==> src/rtl/jtframe_status_load.sv <==
// Writer side of the OSD status word: assembles a 64-bit shadow from the command
// byte stream, commits it at end of frame and applies hotkey bit toggles.
module jtframe_status_load #(
  parameter logic [7:0]  CMD_STATUS  = 8'h1E,
  parameter logic [7:0]  CMD_STATUS8 = 8'h15,
  parameter logic [63:0] RST_STATUS  = 64'd0
) (
  input  logic        clk,
  input  logic        rst,
  input  logic        frm_start,
  input  logic        frm_end,
  input  logic        byte_stb,
  input  logic [7:0]  byte_in,
  input  logic        tgl_stb,
  input  logic [5:0]  tgl_idx,
  output logic [63:0] status,
  output logic        status_upd,
  output logic        status_chg,
  output logic        busy
);

  localparam int unsigned CNT_W = 4;

  typedef enum logic [2:0] {
    IDLE = 3'd0,
    CMD  = 3'd1,
    DATA = 3'd2,
    FULL = 3'd3,
    SKIP = 3'd4
  } state_t;

  state_t             state, state_nx;
  logic [63:0]        shadow, shadow_nx;
  logic [63:0]        status_nx;
  logic [63:0]        tgl_mask;
  logic [CNT_W-1:0]   count, count_nx;
  logic [CNT_W-1:0]   limit, limit_nx;
  logic               commit;

  // State, shadow and registered outputs
  always_ff @(posedge clk) begin
    if (rst) begin
      state      <= IDLE;
      shadow     <= RST_STATUS;
      count      <= '0;
      limit      <= '0;
      status     <= RST_STATUS;
      status_upd <= 1'b0;
      status_chg <= 1'b0;
      busy       <= 1'b0;
    end else begin
      state      <= state_nx;
      shadow     <= shadow_nx;
      count      <= count_nx;
      limit      <= limit_nx;
      status     <= status_nx;
      status_upd <= commit;
      status_chg <= (status_nx != status);
      busy       <= (state_nx != IDLE);
    end
  end

  // Frame decoding, byte capture, commit and toggle
  always_comb begin
    state_nx  = state;
    shadow_nx = shadow;
    count_nx  = count;
    limit_nx  = limit;
    commit    = 1'b0;
    tgl_mask  = tgl_stb ? (64'(1) << tgl_idx) : 64'd0;

    case (state)
      CMD: begin
        if (byte_stb) begin
          if (byte_in == CMD_STATUS) begin
            state_nx = DATA;
            limit_nx = CNT_W'(8);
          end else if (byte_in == CMD_STATUS8) begin
            state_nx = DATA;
            limit_nx = CNT_W'(1);
          end else begin
            state_nx = SKIP;
          end
        end
      end
      DATA: begin
        if (byte_stb) begin
          shadow_nx[{count[2:0], 3'b000} +: 8] = byte_in;
          count_nx = count + CNT_W'(1);
          if (count_nx == limit) state_nx = FULL;
        end
      end
      default: ;
    endcase

    // A byte arriving with frm_end is already in shadow_nx/count_nx here
    if (frm_end && state != IDLE) begin
      commit   = ((state == DATA) || (state == FULL)) && (count_nx != '0);
      state_nx = IDLE;
    end

    status_nx = (commit ? shadow_nx : status) ^ tgl_mask;

    if (frm_start) begin
      state_nx  = CMD;
      count_nx  = '0;
      shadow_nx = status_nx;
    end else begin
      shadow_nx = shadow_nx ^ tgl_mask;
    end
  end

endmodule

==> config.mk <==
export PLATFORM = sky130hd
export DESIGN_NAME = jtframe_status_load
export DESIGN_NICKNAME = d
export VERILOG_FILES = /design/src/rtl/jtframe_status_load.sv
export SDC_FILE = /design/constraint.sdc
export NUM_CORES = 1
export LEC_CHECK = 0
export ABC_AREA = 1
export BUFFER_PORTS_ARGS = -buffer_cell sky130_fd_sc_hd__buf_2
export CAP_MARGIN = 20
export CORE_ASPECT_RATIO = 0.9
export CORE_MARGIN = 10
export CORE_UTILIZATION = 61
export DETAILED_ROUTE_END_ITERATION = 8
export HOLD_SLACK_MARGIN = 0.15
export PLACE_DENSITY_LB_ADDON = 0.1
export SYNTH_ARGS = -nofsm -noshare
export SYNTH_HDL_FRONTEND = slang
export SYNTH_SLANG_ARGS = --single-unit
==> constraint.sdc <==
create_clock -name clk -period 3.4 [get_ports clk]
set_input_delay 0.34 -clock clk [delete_from_list [all_inputs] [get_ports clk]]
set_output_delay 0.34 -clock clk [all_outputs]
set_load 0.005 [all_outputs]
**Word-level counts from Yosys, hierarchy flattened**

Index checks and enable logic that the tools add are counted.

- Input bits: 20
- Output and inout port bits: 67
- Register bits after elaboration: 142
- Logic and storage cells: 50

- Muxes and demuxes: 19
- Equality and inequality tests: 7
- Shift-type cells: 3
- Reduce and logical (&&, ||, !) cells: 9
- Add/subtract/negate cells: 2
- Bitwise operators: 2

Operator list:

| kind | number |
|---|---|
| two-way mux 64 bit | 5 |
| XOR 64 bit | 2 |
| bitwise mux 64 bit | 1 |
| inequality test 64 bit | 1 |
| variable shift 8 x 8 -> 64 bit (first input constant) | 1 |
| indexed part select 8 x 8 -> 64 bit | 1 |
| << shifter 1 x 6 -> 64 bit (first input constant) | 1 |
| two-way mux 3 bit | 7 |
| equality test 8 x 5 -> 1 bit (second input constant) | 2 |
| two-way mux 4 bit | 4 |
| negation 6 -> 8 bit | 1 |
| equality test 3 x 2 -> 1 bit (second input constant) | 2 |
| one-hot mux 3 bit (2 select lines) | 1 |
| nonzero test 3 bit | 2 |
| adder 4 x 1 -> 4 bit (second input constant) | 1 |
| equality test 4 bit | 1 |
| nonzero test 4 bit | 1 |
| equality test 3 x 1 -> 1 bit (second input constant) | 1 |
| AND reduction 3 bit | 1 |
| logical AND 1 bit | 2 |
| nonzero test 2 bit | 1 |
| OR reduction 2 bit | 1 |
| logical OR 1 bit | 1 |
| two-way mux 1 bit | 1 |

**Logic depth before layout (Yosys ltp)**

- Depth in word-level cells: 9
- Gate-level depth with buffers: 26

**Least setup slack after synthesis**

OpenSTA, ideal clock, no wires.

- Path type: flip-flop to flip-flop
- Start: register count[0]
- End: register status_chg
- Period minus slack after synthesis: 2.796 ns
- Setup slack: 0.604 ns
- Cell stages (with the launch flop): 22
- Path buffers: 1
- Arrival time: 2.668 ns
- Data required time: 3.272 ns
- Path through: dfxtp_1 -> inv_2 -> ha_1 -> ha_1 -> inv_1 -> nor3_1 -> nand2_1 -> clkbuf_1 -> o21ai_0 -> nand3_1 -> nand2_1 -> nand2_1 -> nand2_1 -> nand2_1 -> nand2_1 -> nand2_1 -> nor2_1 -> nand2_1 -> nor2_1 -> nand2_1 -> nor2_1 -> nor2_1

- Cells in the longest elaborated chain, start to end: 9
- Elaborated cells on any way between the ends: 15

Ends and longest elaborated chain:

| item | line | text |
|---|---|---|
| from (decl) | 36 | `logic [CNT_W-1:0] count, count_nx;` |
| from (signal assigned) | 54 | `count <= count_nx;` |
| branches (longest 6 deep; another with negation 6 -> 8 bit) | n/a |  |
| two-way mux 64 bit * | 102 | `status_nx = (commit ? shadow_nx : status) ^ tgl_mask;` |
| XOR 64 bit * | 102 |  |
| inequality test 64 bit * | 58 | `status_chg <= (status_nx != status);` |
| to (signal assigned) | 58 |  |
| to (decl) | 18 | `output logic status_chg,` |

Mark *: on every way between the ends.
A chain may end at the register's enable or synchronous reset.

**Final worst setup path**

Same ends and word-level chain as after synthesis.

==> summary.md <==
| Metric | Value |
|---|---|
| DR vias | `12.1k` |
| Finish-stage setup viols | `0` |
| CTS Buffer Depth | `2` |
| Initial Util | `0.618` |
| Critical Path AT | `3470 ps` |
| Worst slew pin tran | `1140 ps` |
| Slew headroom | `0.243` |
| Logic gate share of total power | `0.097` |
| Area Growth Syn to Fin | `12.5%` |
| Crit end category | `flip-flop` |
| LEAKAGE | `0.00555 uW` |
| Number of DRC markers in iteration 0 | `1611` |
| GP Congestion | `0.980` |
| Post-synth cell types | `33` |
| Post-CTS Hold Buffers | `0` |
| Row count | `45` |
| Sequential power share | `0.436` |
| # nets final | `1936` |
| Die area | `22500 um2` |
| Cell count after synthesis | `1847` |
| Maxcap violations | `0` |
| Detailed Routing Iterations Pass 1 | `6` |
| Yosys warns | `0` |
| Die width | `157 um` |
| First-pass GRT wire length | `53.7 mm` |
| TNS Setup | `0 ps` |
| Synth Register Bits | `140` |
| Hold slack | `275 ps` |
| H-tree depth | `4` |
| Final period utilization | `0.938` |
| # IOs | `87` |
| Sequential cell area fraction in the yosys report | `0.271` |
| Buf/Inv on CP | `4` |
| Cell Area, Synth | `10300 um2` |
| Maximum vdd drop | `0.332 mV` |
| Reg clk slew, reported paths | `60 ps` |
| Mapped Nets | `1871` |
| Status | `complete, no violations` |
| P_sw | `1080 uW` |
| Switch share | `0.280` |
| Vias in the first global route | `10.4k` |
| CP Cell Sequence | `inv_2 -> ha_1 -> ha_2 -> inv_1 -> nor3_1 -> nand2_2 -> buf_4 -> nand2_1 -> o21ai_0 -> nand3_1 -> nand3_1 -> nand3_1 -> nand2_1 -> inv_1 -> nand2_1 -> nor2_1 -> nand2_1 -> nor2_1 -> nand2_1 -> nor2_1 -> nor2_1` |
| Clock Power Share | `0.468` |
| Routed vias/inst | `5.69` |
| Placed Cells | `2092` |
| Initial antenna violation count | `2` |
| Gr ovfl total | `0` |
| Share of cells above drive strength 1 | `0.0935` |
| Mapped Avg Cell Area | `5.59 um2` |
| CTS tree | `done` |
| CP max-delay cell | `ha_2` |
| Delay-heaviest family, CP | `simple AND/OR/NAND/NOR gates` |
| Commonest non-fill, non-tap cell in the layout | `nand2_1` |
| Die Height | `143 um` |
| Clock latency on the worst-skew pair | `430 ps` |
| Layout Cells excl Fill | `2137` |
| CTS root buffer | `clkbuf_16` |
| Pin count of the biggest net entering global routing | `104` |
| Hold/Removal Path Class | `input port to flip-flop` |
| Crit-path max FO | `10` |
| PortBufs | `86` |
| Most frequent CP cell | `nand2_1` |
| Crit path largest cell delay | `390 ps` |
| Drt total wl | `34.4 mm` |
| Num CTS Buffers | `17` |
| Slew Viols, Final | `0` |
| Post-DR wirelength/cell | `16.1 um` |
| Internal | `2770 uW` |
| Critical path data required time | `3680 ps` |
| Tot GR Track Use | `0.297` |
| Most frequent cells in the layout | `nand2_1 (588), nand3_1 (263), inv_1 (202), nor2_1 (186), dfxtp_1 (140)` |
| Critical Path Start Type | `flip-flop` |
| Fin crit period | `3190 ps` |
| Post-route ant nets | `0` |
| Placed wire-length estimate | `23.9 mm` |
| # DRC | `0` |
| # clock sinks | `140` |
| Pwr/cell area | `332 nW/um2` |
| Fmax | `0.313 GHz` |
| Core ar. | `16700 um2` |
| Clk_skew | `11.7 ps` |
| Final hold vios | `0` |
| Crit path kind | `flip-flop to flip-flop` |
## worst min-delay path, cell delays in order
cell and delay [ps]:
buf_2 110, a21oi_1 80, nand2_1 90, nor2_1 40
## sequential cells by signal, indices dropped and copies added, names as in the netlist
name,cells
busy,1
count,4
limit,2
shadow,64
state,3
status,64
status_chg,1
status_upd,1
## repair_timing
| item | in CTS | in global routing |
|---|---|---|
| gates resized for setup | 0 | 36 |
| setup endpoints to repair | 0 | 1 |
| setup buffers | 0 | 10 |
| hold endpoints to repair | 0 | 0 |
## worst paths after layout
kind	from	end	slack, ps	depth (start not counted)
max	count[0]	status_chg	210	21
min	frm_end	state[2]	280	4
max reg2reg	count[0]	status_chg	210	21
min reg2reg	count[3]	count[3]	510	2
## Yosys cell counts
cell type / instances / area (um2)
nand2_1: 590 / 2210
o21ai_0: 145 / 726
nor4_1: 2 / 12.5
buf_6: 3 / 33.8
ha_1: 4 / 50.1
a211oi_1: 1 / 7.51
nand4_2: 1 / 12.5
buf_2: 12 / 60.1
nor2_2: 5 / 31.3
inv_1: 203 / 762
nand3_2: 2 / 20.0
o211ai_1: 1 / 7.51
dfxtp_1: 140 / 2800
nor2_4: 2 / 22.5
xor2_1: 9 / 78.8
nand4_1: 4 / 25.0
nand2_2: 4 / 25.0
a31oi_1: 16 / 100
a21oi_1: 125 / 626
buf_1: 9 / 33.8
clkbuf_1: 41 / 154
or2_2: 1 / 6.26
o21ai_1: 8 / 40.0
xnor2_1: 1 / 8.76
inv_2: 7 / 26.3
buf_4: 7 / 52.6
clkinv_1: 3 / 11.3
o31ai_1: 1 / 7.51
nand3_1: 264 / 1320
nand3b_1: 39 / 293
nor2_1: 188 / 706
o2bb2ai_1: 1 / 8.76
nor3_1: 8 / 40.0
## per-layer routing
layer	up-vias	GRT usage	share of wire
met5	-	0	0.00061
met4	4	0.0885	0.025
met3	81	0.0604	0.11
met2	627	0.464	0.43
met1	5344	0.404	0.43
li1	6093	-	-
## metrics by stage
step	total power, uW	setup slack [ps]	utilization	instance area (um2)
floorplan	1940	604	-	10300
global placement	2070	143	0.650	10900
detailed placement	2070	92.4	0.650	10900
CTS	3840	60.9	0.683	11400
global route	3960	-4.92	0.695	11600
finish	3850	210	0.695	11600
## cells by family after synthesis
| group | Yosys count | share of synthesized area |
|---|---|---|
| buf+inv | 285 | 0.110 |
| flops | 140 | 0.271 |
| simple gates | 1110 | 0.458 |
| compound gates | 298 | 0.147 |
| xor+xnor | 10 | 0.00848 |
| fa+ha+maj | 4 | 0.00485 |
## area by class of cell
cell class,instances,area (um2)
Multi-Input combinational cell,1422,6450
Fill cell,1517,5100
Sequential cell,140,2800
Inverter,213,803
Timing Repair Buffer,118,747
Clock buffer,19,433
Tap cell,211,264
Clock inverter,13,119
Antenna cell,1,2.50
## power by group through the flow
stage / combinational, uW / sequential, uW / clock (uW)
floorplan: 230 / 1710 / 0
global placement: 352 / 1710 / 0
detailed placement: 353 / 1720 / 0
CTS: 356 / 1680 / 1800
global route: 405 / 1680 / 1880
finish: 373 / 1680 / 1800
No activity file was read; power rests on OpenSTA's default activity.
